==> config.mk <==
export PLATFORM = sky130hd
export DESIGN_NAME = as_gpio_slave
export DESIGN_NICKNAME = d
export VERILOG_FILES = /design/src/rtl/as_gpio_slave.sv
export SDC_FILE = /design/constraint.sdc
export NUM_CORES = 1
export LEC_CHECK = 0
export BUFFER_PORTS_ARGS = -buffer_cell sky130_fd_sc_hd__buf_2
export CAP_MARGIN = 5
export CORE_ASPECT_RATIO = 0.9
export CORE_MARGIN = 5
export CORE_UTILIZATION = 45
export CTS_CLUSTER_DIAMETER = 80
export DETAILED_ROUTE_END_ITERATION = 10
export PLACE_DENSITY_LB_ADDON = 0.1
export SLEW_MARGIN = 15
export SYNTH_ARGS = -nofsm -noshare
export SYNTH_HDL_FRONTEND = slang
export SYNTH_SLANG_ARGS = --single-unit
==> constraint.sdc <==
create_clock -name clk_i -period 5.7 [get_ports clk_i]
set_input_delay 1.14 -clock clk_i [delete_from_list [all_inputs] [get_ports clk_i]]
set_output_delay 1.14 -clock clk_i [all_outputs]
set_load 0.05 [all_outputs]
==> src/rtl/as_gpio_slave.sv <==
// as_gpio_slave: memory-mapped GPIO responder for the core's GPIO bus.
// Decodes single-cycle cs/we/address accesses into the DIR, OUT, RESULT,
// EDGE and IRQEN registers and returns registered read data one cycle
// later. The external pins are synchronized in two stages, and rising
// edges are captured into sticky flags that can raise a level interrupt.
module as_gpio_slave #(
   parameter int                  nr_gpios        = 8,
   parameter int                  gpio_addr_width = 8,
   parameter logic [nr_gpios-1:0] id_value        = 8'h37
) (
   input  logic                       clk_i,
   input  logic                       rst_i,
   input  logic                       cs_i,
   input  logic                       we_i,
   input  logic [gpio_addr_width-1:0] gpioAddr_i,
   input  logic [nr_gpios-1:0]        gpio_i,
   output logic [nr_gpios-1:0]        rdata_o,
   output logic                       rvalid_o,
   output logic                       err_o,
   input  logic [nr_gpios-1:0]        pins_i,
   output logic [nr_gpios-1:0]        pins_o,
   output logic [nr_gpios-1:0]        pins_oe_o,
   output logic [nr_gpios-1:0]        result_o,
   output logic                       result_stb_o,
   output logic                       irq_o
);

   // Register word addresses; every address from addr_first_unmapped up
   // answers with an error pulse.
   localparam logic [gpio_addr_width-1:0] addr_id             = gpio_addr_width'(0);
   localparam logic [gpio_addr_width-1:0] addr_dir            = gpio_addr_width'(1);
   localparam logic [gpio_addr_width-1:0] addr_out            = gpio_addr_width'(2);
   localparam logic [gpio_addr_width-1:0] addr_in             = gpio_addr_width'(3);
   localparam logic [gpio_addr_width-1:0] addr_result         = gpio_addr_width'(4);
   localparam logic [gpio_addr_width-1:0] addr_edge           = gpio_addr_width'(5);
   localparam logic [gpio_addr_width-1:0] addr_irqen          = gpio_addr_width'(6);
   localparam logic [gpio_addr_width-1:0] addr_first_unmapped = gpio_addr_width'(7);

   // Architectural registers
   logic [nr_gpios-1:0] dir_q;
   logic [nr_gpios-1:0] out_q;
   logic [nr_gpios-1:0] result_q;
   logic [nr_gpios-1:0] edge_q;
   logic [nr_gpios-1:0] irqen_q;

   // Input synchronizer chain: sync2_q is the IN register, prev_q its
   // one-cycle-old copy used for rising-edge detection.
   logic [nr_gpios-1:0] sync1_q;
   logic [nr_gpios-1:0] sync2_q;
   logic [nr_gpios-1:0] prev_q;

   // Bus response registers
   logic [nr_gpios-1:0] rdata_q;
   logic                rvalid_q;
   logic                err_q;
   logic                result_stb_q;
   logic                irq_q;

   // Decoded bus strobes
   logic                rd;
   logic                wr;
   logic                unmapped;
   logic                wr_dir;
   logic                wr_out;
   logic                wr_result;
   logic                wr_edge;
   logic                wr_irqen;

   // Next-state values shared by the EDGE, IRQEN and interrupt registers
   logic [nr_gpios-1:0] rise;
   logic [nr_gpios-1:0] edge_clr;
   logic [nr_gpios-1:0] edge_d;
   logic [nr_gpios-1:0] irqen_d;
   logic [nr_gpios-1:0] read_mux;

   // Access decode: one strobe per writable register, ID and IN writes
   // fall through without effect.
   always_comb begin
      rd        = cs_i & ~we_i;
      wr        = cs_i & we_i;
      unmapped  = (gpioAddr_i >= addr_first_unmapped);
      wr_dir    = wr && (gpioAddr_i == addr_dir);
      wr_out    = wr && (gpioAddr_i == addr_out);
      wr_result = wr && (gpioAddr_i == addr_result);
      wr_edge   = wr && (gpioAddr_i == addr_edge);
      wr_irqen  = wr && (gpioAddr_i == addr_irqen);
   end

   // Sticky edge flags and interrupt enables as they will be after this
   // edge; the interrupt is computed from these so that a clear or an
   // enable is reflected on irq_o in the very next cycle. A new edge is
   // OR-ed in after the clear so that set wins over a simultaneous W1C.
   always_comb begin
      rise     = sync2_q & ~prev_q;
      edge_clr = wr_edge ? gpio_i : '0;
      edge_d   = (edge_q & ~edge_clr) | rise;
      irqen_d  = wr_irqen ? gpio_i : irqen_q;
   end

   // Read data selection for the addressed register
   always_comb begin
      // NOTE: assigning a default before the case keeps this purely
      // combinational; a missing path would otherwise infer a latch.
      read_mux = '0;
      case (gpioAddr_i)
         addr_id:     read_mux = id_value;
         addr_dir:    read_mux = dir_q;
         addr_out:    read_mux = out_q;
         addr_in:     read_mux = sync2_q;
         addr_result: read_mux = result_q;
         addr_edge:   read_mux = edge_q;
         addr_irqen:  read_mux = irqen_q;
         default:     read_mux = '0;
      endcase
   end

   // Writable registers; reset wins over a coincident bus write
   always_ff @(posedge clk_i) begin
      // NOTE: sequential state uses non-blocking assignments so every
      // register samples the pre-edge values regardless of block order.
      if (rst_i) begin
         dir_q    <= '0;
         out_q    <= '0;
         result_q <= '0;
         edge_q   <= '0;
         irqen_q  <= '0;
      end else begin
         if (wr_dir)    dir_q    <= gpio_i;
         if (wr_out)    out_q    <= gpio_i;
         if (wr_result) result_q <= gpio_i;
         edge_q  <= edge_d;
         irqen_q <= irqen_d;
      end
   end

   // Two-stage synchronizer plus the previous-sample stage for edge detect
   always_ff @(posedge clk_i) begin
      if (rst_i) begin
         sync1_q <= '0;
         sync2_q <= '0;
         prev_q  <= '0;
      end else begin
         sync1_q <= pins_i;
         sync2_q <= sync1_q;
         prev_q  <= sync2_q;
      end
   end

   // Bus response: read data held between reads, single-cycle pulses
   always_ff @(posedge clk_i) begin
      if (rst_i) begin
         rdata_q      <= '0;
         rvalid_q     <= 1'b0;
         err_q        <= 1'b0;
         result_stb_q <= 1'b0;
         irq_q        <= 1'b0;
      end else begin
         if (rd) rdata_q <= read_mux;
         rvalid_q     <= rd;
         err_q        <= cs_i & unmapped;
         result_stb_q <= wr_result;
         irq_q        <= |(edge_d & irqen_d);
      end
   end

   assign rdata_o      = rdata_q;
   assign rvalid_o     = rvalid_q;
   assign err_o        = err_q;
   assign pins_o       = out_q & dir_q;
   assign pins_oe_o    = dir_q;
   assign result_o     = result_q;
   assign result_stb_o = result_stb_q;
   assign irq_o        = irq_q;

endmodule

### Word level (Yosys, flattened, before mapping)

Index checks and enable logic that the tools add are counted.

* register bits: 76
* bits of input ports: 28
* word-level logic and storage cells: 41

* $lt $le $gt $ge: 1
* eq/ne operators: 6
* muxes and demuxes: 3
* bitwise operators: 11
* reduce and logical (&&, ||, !) cells: 7

Operator list (count)
* 8-bit case mux with 7 select lines: 1
* 8-bit AND: 4
* 8-bit by 3-bit == test with 1-bit output (second input constant): 3
* 8-bit by 2-bit == test with 1-bit output (second input constant): 2
* 8-bit two-way mux: 2
* 8-bit NOT: 2
* 8-bit by 1-bit == test with 1-bit output (second input constant): 1
* 8-bit by 3-bit >= comparator with 1-bit output (second input constant): 1
* 8-bit zero test: 1
* 8-bit OR: 1
* 8-bit OR reduction: 1
* 1-bit logical AND: 5
* 1-bit AND: 3
* 1-bit NOT: 1

### Logic depth before layout (Yosys ltp)

Gate-level depths: netlist of run 1.

* word-level depth: 8
* gate-level depth with buffers: 7

### Least setup slack after synthesis of run 1

Ideal clock, no wire load.

* path type: input -> register
* start: in gpioAddr_i[2]
* end: reg irq_q, in the netlist irq_o
* library setup time: 0.125 ns
* arrival: 2.587 ns
* data required time: 5.575 ns
* slack: 2.988 ns
* cell stages on the path: 6
* cell sequence: buf_6 nor4b_4 nand3_4 mux2i_1 o22ai_1 o41a_1

* longest elaborated chain between the ends: 8
* elaborated cells on any way between the ends: 11
* classes of those cells: 2 x eq/ne; 2 x mux; 4 x bitwise; 3 x reduce/logical

Ends and longest elaborated chain
* from (decl): line 15 `input logic [gpio_addr_width-1:0] gpioAddr_i,`
* 8-bit by 3-bit == test with 1-bit output: line 85 `wr_edge = wr && (gpioAddr_i == addr_edge);`
* 1-bit logical AND: line 85
* 8-bit two-way mux: line 95 `edge_clr = wr_edge ? gpio_i : '0;`
* 8-bit NOT: line 96 `edge_d = (edge_q & ~edge_clr) | rise;`
* 8-bit AND: line 96
* 8-bit OR: line 96
* 8-bit AND *: line 162 `irq_q <= |(edge_d & irqen_d);`
* 8-bit OR reduction *: line 162
* to (signal assigned): line 162
* to (decl): line 57 `logic irq_q;`

Mark *: on every way between the ends. The rest lies on a longest branch, timed or not.
A chain may end at the register's enable or synchronous reset.

### Worst setup path in the final report of run 1

* start: in gpioAddr_i[6]
* end: reg result_q[4], in the netlist result_o[4]

* longest elaborated chain between the ends: 2

Ends and longest elaborated chain
* 8-bit by 3-bit == test with 1-bit output: line 84 `wr_result = wr && (gpioAddr_i == addr_result);`
* 1-bit logical AND: line 84
* to (signal assigned): line 130 `if (wr_result) result_q <= gpio_i;`
* to (decl): line 42 `logic [nr_gpios-1:0] result_q;`

No other way between the ends.

==> results by group, run 1 <==
Synth
  • Synth Cell Area: 3108 um^2
  • Netlist cell types: 30
  • Syn nets: 349
  • Post-synth EDFFs: 0
  • Yosys warns: 0
  • Asr flop ratio synth: 0%
  • Register area share after synthesis: 48.95%
  • Post-synth top flop: dfxtp_1
  • Cells after Synth: 321
  • Syn avg cell area: 9.682 um^2
  • Post-synthesis register bit count: 76

Place
  • Gpl congestion: 0.8384
  • Dpl cells: 455
  • Post-DP HPWL: 5171 um
  • Port Buffers: 63

STA
  • Setup tns final: 0 ns
  • RSZ-0062 raised after global routing: false
  • Worst Tran Pin Value: 1.212 ns
  • Final Setup Violations: 0
  • Slew HR: 18.04%
  • Endpoints failing hold: 0
  • Slew Limit Fails: 0
  • Final min period: 3.421 ns
  • Tcrit/Tclk final: 60.01%
  • FMAX: 292.4 MHz
  • Clock Skew: 0.007749 ns

GRT
  • Largest net degree at the start of global routing: 77
  • Vias in the first global route: 2,390
  • Initial antenna violation count: 0
  • GRT Residual Overflow: 0
  • Gr usage total: 18.32%
  • First-pass GRT wire length: 12,410 um

Critical path
  • Worst reg2reg path depth: 4
  • CP Max Fanout: 10
  • WP data required: 5.90 ns
  • CP endpoint kind: flip-flop
  • CP arrival: 3.62 ns
  • FF-to-FF Start: sync2_q[6]
  • R2r setup slk: 4.40 ns
  • Setup Crit Path Kind: input port to flip-flop
  • R2R Path End: irq_o
  • Worst Setup Start Kind: input port

Clocking
  • CTS Hold Bufs: 0
  • Clock Tree Buf Depth: 2
  • TritonCTS Buffers: 9
  • Clock Latency Late Sink: 0.34 ns
  • Root buffer cell: clkbuf_8
  • PostCTS Resize Cnt: 0
  • TritonCTS clock tree: yes
  • CTS sink cnt: 76
  • Clock transition at the registers of the reported paths: 0.07 ns
  • H-tree depth: 3
  • Postcts setup bufs: 0

Power
  • Peak supply drop: 0.0001928 V
  • Leak Pwr: 1.597 nW
  • PwrDens: 262.1 nW/um^2

Hold path
  • Hold-critical path endpoint: sync2_q[0]
  • Worst Hold Class: flip-flop to flip-flop
  • Worst hold path stage count: 1
  • Hold wc startpoint: sync1_q[0]

Finish
  • Fillers: 620
  • Layout area overhead: 16.55%
  • Nets: 404
  • Layout Utilization: 54.42%
  • Commonest cells after routing, fill and taps aside: dfxtp_1 (76), buf_2 (63), nor2_1 (55)
  • Most common cell after layout, fill and taps aside: dfxtp_1
  • Layout cells sized above 1: 21.75%
  • Diodes inserted: 0
  • Post-route insts no fill: 467

Detailed routing
  • Drt via density: 5.251
  • DR iter-0 viols: 147
  • DRC errors left: 0
  • DRT antenna net count: 0
  • Via count: 2,452
  • TritonRoute pass-1 iters: 4
  • Routed WL per cell: 16.22 um
  • DRT Wirelength: 7575 um

Status
  • Status: finished, final reports clean

Run
  • Maximum Capacitance Violations: 0

Floorplan
  • Row count: 28
  • Initial Util: 46.69%
  • Core area: 6656 um^2
  • Die X: 97.60 um
  • Die height: 88.84 um
  • # IOs: 64
  • Die ar.: 8671 um^2
## worst max path at each step
stage	start	end	slack, ns	cells after the start
6_report	gpioAddr_i[6]	result_o[4]	2.28	5
5_1_grt	gpioAddr_i[2]	result_o[0]	2.20	5
4_1_cts	gpioAddr_i[2]	result_o[6]	2.33	5
3_5_place_dp	gpioAddr_i[2]	result_o[6]	1.97	5
3_3_place_gp	gpioAddr_i[2]	result_o[2]	2.00	5
2_1_floorplan	gpioAddr_i[2]	irq_o	2.99	6
## logic make-up (layout without fill, tap and decap cells)
group                  after synthesis  in the layout  synth area share (%)
and+or+nand+nor                    126            126                 21.86
DFF                                 76             76                 48.95
muxes                               48             48                 15.58
AOI/OAI and AO/OA                   47             47                 10.31
buffers and inverters               24             80                 3.301
## synthesized netlist by cell type, types with 2 or more instances
| library cell | count | area (um^2) |
|---|---|---|
| o2bb2ai_1 | 2 | 17.52 |
| mux2i_1 | 45 | 450.4 |
| o22ai_1 | 4 | 25.02 |
| a221oi_1 | 5 | 43.79 |
| dfxtp_1 | 76 | 1521 |
| a21oi_1 | 22 | 110.1 |
| mux2_2 | 3 | 33.78 |
| clkbuf_1 | 15 | 56.30 |
| a211o_1 | 6 | 52.55 |
| nor2_1 | 55 | 206.5 |
| a2bb2oi_1 | 5 | 43.79 |
| inv_1 | 4 | 15.01 |
| and2_1 | 8 | 50.05 |
| buf_2 | 4 | 20.02 |
| nand2_1 | 8 | 30.03 |
| nand4_1 | 8 | 50.05 |
| nor2b_1 | 37 | 231.5 |
| nand2b_1 | 2 | 12.51 |
## worst max-delay path: stages
cell      delay, ns
buf_2          0.11
nor4bb_2       1.03
nand3_1        0.92
mux2i_1        0.36
nor2_1         0.06
## power by group
part / internal, mW / switching, mW / leakage, nW / total (mW)
Sequential: 0.542 / 0.00415 / 0.618 / 0.546
Clock: 0.161 / 0.173 / 0.0743 / 0.334
Combinational: 0.0252 / 0.0446 / 0.905 / 0.0698
Total: 0.728 / 0.222 / 1.60 / 0.950
## flip-flops by register name, indices dropped and copies added (netlist names)
name	flops
result_o	8
sync2_q	8
irq_o	1
out_q	8
rvalid_o	1
prev_q	8
rdata_o	8
result_stb_o	1
pins_oe_o	8
edge_q	8
irqen_q	8
sync1_q	8
err_o	1
## stage by stage
stage | cell area (um^2) | power (mW) | setup WS (ns) | hold slack (ns)
2_1_floorplan | 3108 | 0.6017 | 2.988 | 0.4138
3_3_place_gp | 3477 | 0.6263 | 1.998 | 0.4195
3_5_place_dp | 3477 | 0.6269 | 1.967 | 0.4204
4_1_cts | 3622 | 0.9626 | 2.328 | 0.4365
5_1_grt | 3622 | 0.9936 | 2.204 | 0.4537
6_report | 3622 | 0.9495 | 2.279 | 0.4314
## layout make-up
cell class	instances	area [um^2]	area share [%]
well taps	90	112.6	3.109
flip-flops and latches	76	1521	42.00
clock buffers	12	145.1	4.007
multi-input cells	221	1505	41.55
repair buffers	64	322.8	8.912
inverters	4	15.01	0.4145
## layer usage
layer	up-vias	GRT usage, %	part of all wire, %
met5	-	0	0
met4	0	5.912	0.67
met3	6	5.674	8.0
met2	86	28.19	44
met1	1144	24.78	47
li1	1216	-	-
(Power assumes the default switching activity.)
==> inputs of run 2 (changes only) <==
--- a/config.mk
+++ b/config.mk
@@ -5,6 +5,7 @@
 export SDC_FILE = /design/constraint.sdc
 export NUM_CORES = 1
 export LEC_CHECK = 0
+export ABC_AREA = 1
 export BUFFER_PORTS_ARGS = -buffer_cell sky130_fd_sc_hd__buf_2
 export CAP_MARGIN = 5
 export CORE_ASPECT_RATIO = 0.9
==> constraint.sdc (replaced) <==
create_clock -name clk_i -period 2.9 [get_ports clk_i]
set_input_delay 0.58 -clock clk_i [delete_from_list [all_inputs] [get_ports clk_i]]
set_output_delay 0.58 -clock clk_i [all_outputs]
set_load 0.05 [all_outputs]
==> run 2 against run 1 <==
Power rose by 100%. Sequential cell count did not move. Critical path depth rose by 5. Clock skew up 0.00062 ns. Count of clock-buffer cells in the layout fell by 2. Via count grew 20%. First-iteration DRC count increased by 11%. Non-clock buffer count stayed put. Global-route usage increased by 0.54 points. Die area increased by 6.0%. Hold slack worse by 0.031 ns. Largest cell class unchanged.
==> results by group, run 2 <==
Finish
  • Nets: 535
  • Most common cell after layout, fill and taps aside: nand2_1
  • Layout area overhead: 15.16%
  • Area of the multi-input gates: 1473 um^2
  • Fillers: 738
  • Register area: 1521 um^2
  • Commonest cells after routing, fill and taps aside: nand2_1 (115), dfxtp_1 (76), buf_2 (63)
  • Diodes inserted: 0
  • Layout cells sized above 1: 23.87%

Critical path
  • WP data required: 3.18 ns
  • Cell Chain, Critical Path: buf_2 > inv_1 > nand2_2 > nor3_4 > nand3_1 > nand2_1 > nand2_1 > nand2_1 > nor2_1 > a21oi_2
  • Crit-path most repeated cell: nand2_1
  • CP max-delay cell: nor3_4
  • Setup Crit Path Kind: input port to flip-flop
  • CP arrival: 2.11 ns
  • CP max stage delay: 0.59 ns
  • CP Max Fanout: 14
  • CP endpoint kind: flip-flop
  • Worst Setup Start Kind: input port

Clocking
  • Clock Tree Buf Depth: 2
  • CTS sink cnt: 76
  • CTS Hold Bufs: 0
  • PostCTS Resize Cnt: 0
  • Root buffer cell: clkbuf_8
  • TritonCTS clock tree: yes
  • TritonCTS Buffers: 9
  • Clock transition at the registers of the reported paths: 0.08 ns
  • H-tree depth: 3
  • Clock Latency Late Sink: 0.35 ns
  • Postcts setup bufs: 0

Floorplan
  • # IOs: 64
  • Die ar.: 9191 um^2
  • Row count: 29
  • Core area: 7112 um^2
  • Initial Util: 46.64%
  • Die height: 91.45 um
  • Die X: 100.5 um

Synth
  • Post-synth EDFFs: 0
  • Register area share after synthesis: 45.87%
  • Commonest cells post-synth: nand2_1 (115), dfxtp_1 (76), inv_1 (49), a21oi_1 (44), nor2_1 (42)
  • Syn nets: 475
  • Cells after Synth: 447
  • Synth area leader: dfxtp_1
  • Post-synthesis register bit count: 76
  • Post-synth top flop: dfxtp_1
  • Synth Cell Area: 3317 um^2
  • Top-count cell post-synth: nand2_1
  • Syn avg cell area: 7.420 um^2
  • Ranking of synthesized cells by area: dfxtp_1 (46%), nand2_1 (13%), a21oi_1 (6.6%), inv_1 (5.5%), nor2_1 (4.8%)
  • Yosys top cell area share: 45.87%
  • Netlist cell types: 32
  • Asr flop ratio synth: 0%
  • Yosys warns: 0

Detailed routing
  • DR iter-0 viols: 163
  • DRT Wirelength: 8362 um
  • DRC errors left: 0
  • Routed WL per cell: 13.84 um
  • Drt via density: 4.861
  • Via count: 2,936
  • TritonRoute pass-1 iters: 4
  • DRT antenna net count: 0

GRT
  • Initial antenna violation count: 0
  • Gr usage total: 18.86%
  • Vias in the first global route: 2,757
  • GRT Residual Overflow: 0
  • Largest net degree at the start of global routing: 51
  • First-pass GRT wire length: 13,720 um

Power
  • Leak Pwr: 1.970 nW
  • Peak supply drop: 0.0003390 V
  • Tot Pwr: 1.898 mW
  • PwrDens: 496.8 nW/um^2

Place
  • Gpl congestion: 0.8107
  • Port Buffers: 63
  • Post-DP HPWL: 6228 um

STA
  • Clock Skew: 0.008367 ns
  • Final min period: 1.826 ns
  • RSZ-0062 raised after global routing: false
  • Slew Limit Fails: 0
  • Tcrit/Tclk final: 62.95%
  • Slew HR: 49.26%
  • Endpoints failing hold: 0
  • Worst Tran Pin Value: 0.7602 ns
  • FMAX: 547.8 MHz
  • Setup tns final: 0 ns
  • Final Setup Violations: 0

Run
  • Maximum Capacitance Violations: 0

Hold path
  • Worst Hold Class: flip-flop to flip-flop

Status
  • Status: finished, final reports clean
-- run 2: cell types whose count changed after synthesis, sizes merged, moves of 8 or more --
| cell | before | now |
|---|---|---|
| nand2 | 8 | 121 |
| a21oi | 22 | 47 |
| nand3 | 2 | 35 |
| mux2i | 45 | 0 |
| nor2b | 37 | 0 |
| o21ai | 0 | 30 |
| inv | 4 | 54 |
| or2 | 0 | 9 |
| and2 | 8 | 0 |
-- run 2: logic make-up after synthesis --
group | count (synthesis) | share of synthesized area (%)
AND/OR/NAND/NOR | 220 | 31.72
flip-flops | 76 | 45.87
buffers and inverters | 72 | 9.732
AO/OA/AOI/OAI | 79 | 12.67
-- run 2: layer usage --
layer	track usage [%]	part of all wire, %	up-vias
met5	0	0	-
met4	5.724	1.6	0
met2	29.75	45	68
met3	6.130	6.6	14
li1	-	-	1528
met1	24.53	46	1326
-- run 2: metrics by stage --
step,instances,util [%],instance area [um^2],worst slack (ns),hold WS (ns)
3_3_place_gp,589,51.37,3654,0.7280,0.3899
4_1_cts,604,53.71,3820,1.074,0.4066
3_5_place_dp,589,51.37,3654,0.7105,0.3957
2_1_floorplan,447,-,3317,1.245,0.3883
6_report,604,53.71,3820,1.074,0.4003
5_1_grt,604,53.71,3820,0.9154,0.4108
-- run 2: critical path, delay by kind of cell --
family	cells	cell delay, ns
buffers and inverters	2	0.20
AND/OR/NAND/NOR	7	1.22
AO/OA/AOI/OAI	1	0.12
-- run 2: where the power goes --
group / leakage (nW) / internal [mW] / switching (mW)
Sequential: 0.618 / 1.06 / 0.00932
Combinational: 1.26 / 0.0373 / 0.0862
Clock: 0.0917 / 0.324 / 0.376
Total: 1.97 / 1.43 / 0.472
-- run 2: layout make-up --
cell class	instances	share of cell area (%)
clock inverters	5	0.7534
well taps	93	3.046
flip-flops and latches	76	39.83
clock buffers	10	3.603
multi-input cells	299	38.55
repair buffers	64	8.451
inverters	57	5.765
-- run 2: final timing paths --
kind                 start          to  slack (ns)  cells past startpoint
max          gpioAddr_i[0]       irq_o        1.07                     10
min             sync1_q[1]  sync2_q[1]        0.40                      2
max reg2reg     sync2_q[2]       irq_o        1.75                      7
min reg2reg     sync1_q[1]  sync2_q[1]        0.40                      2
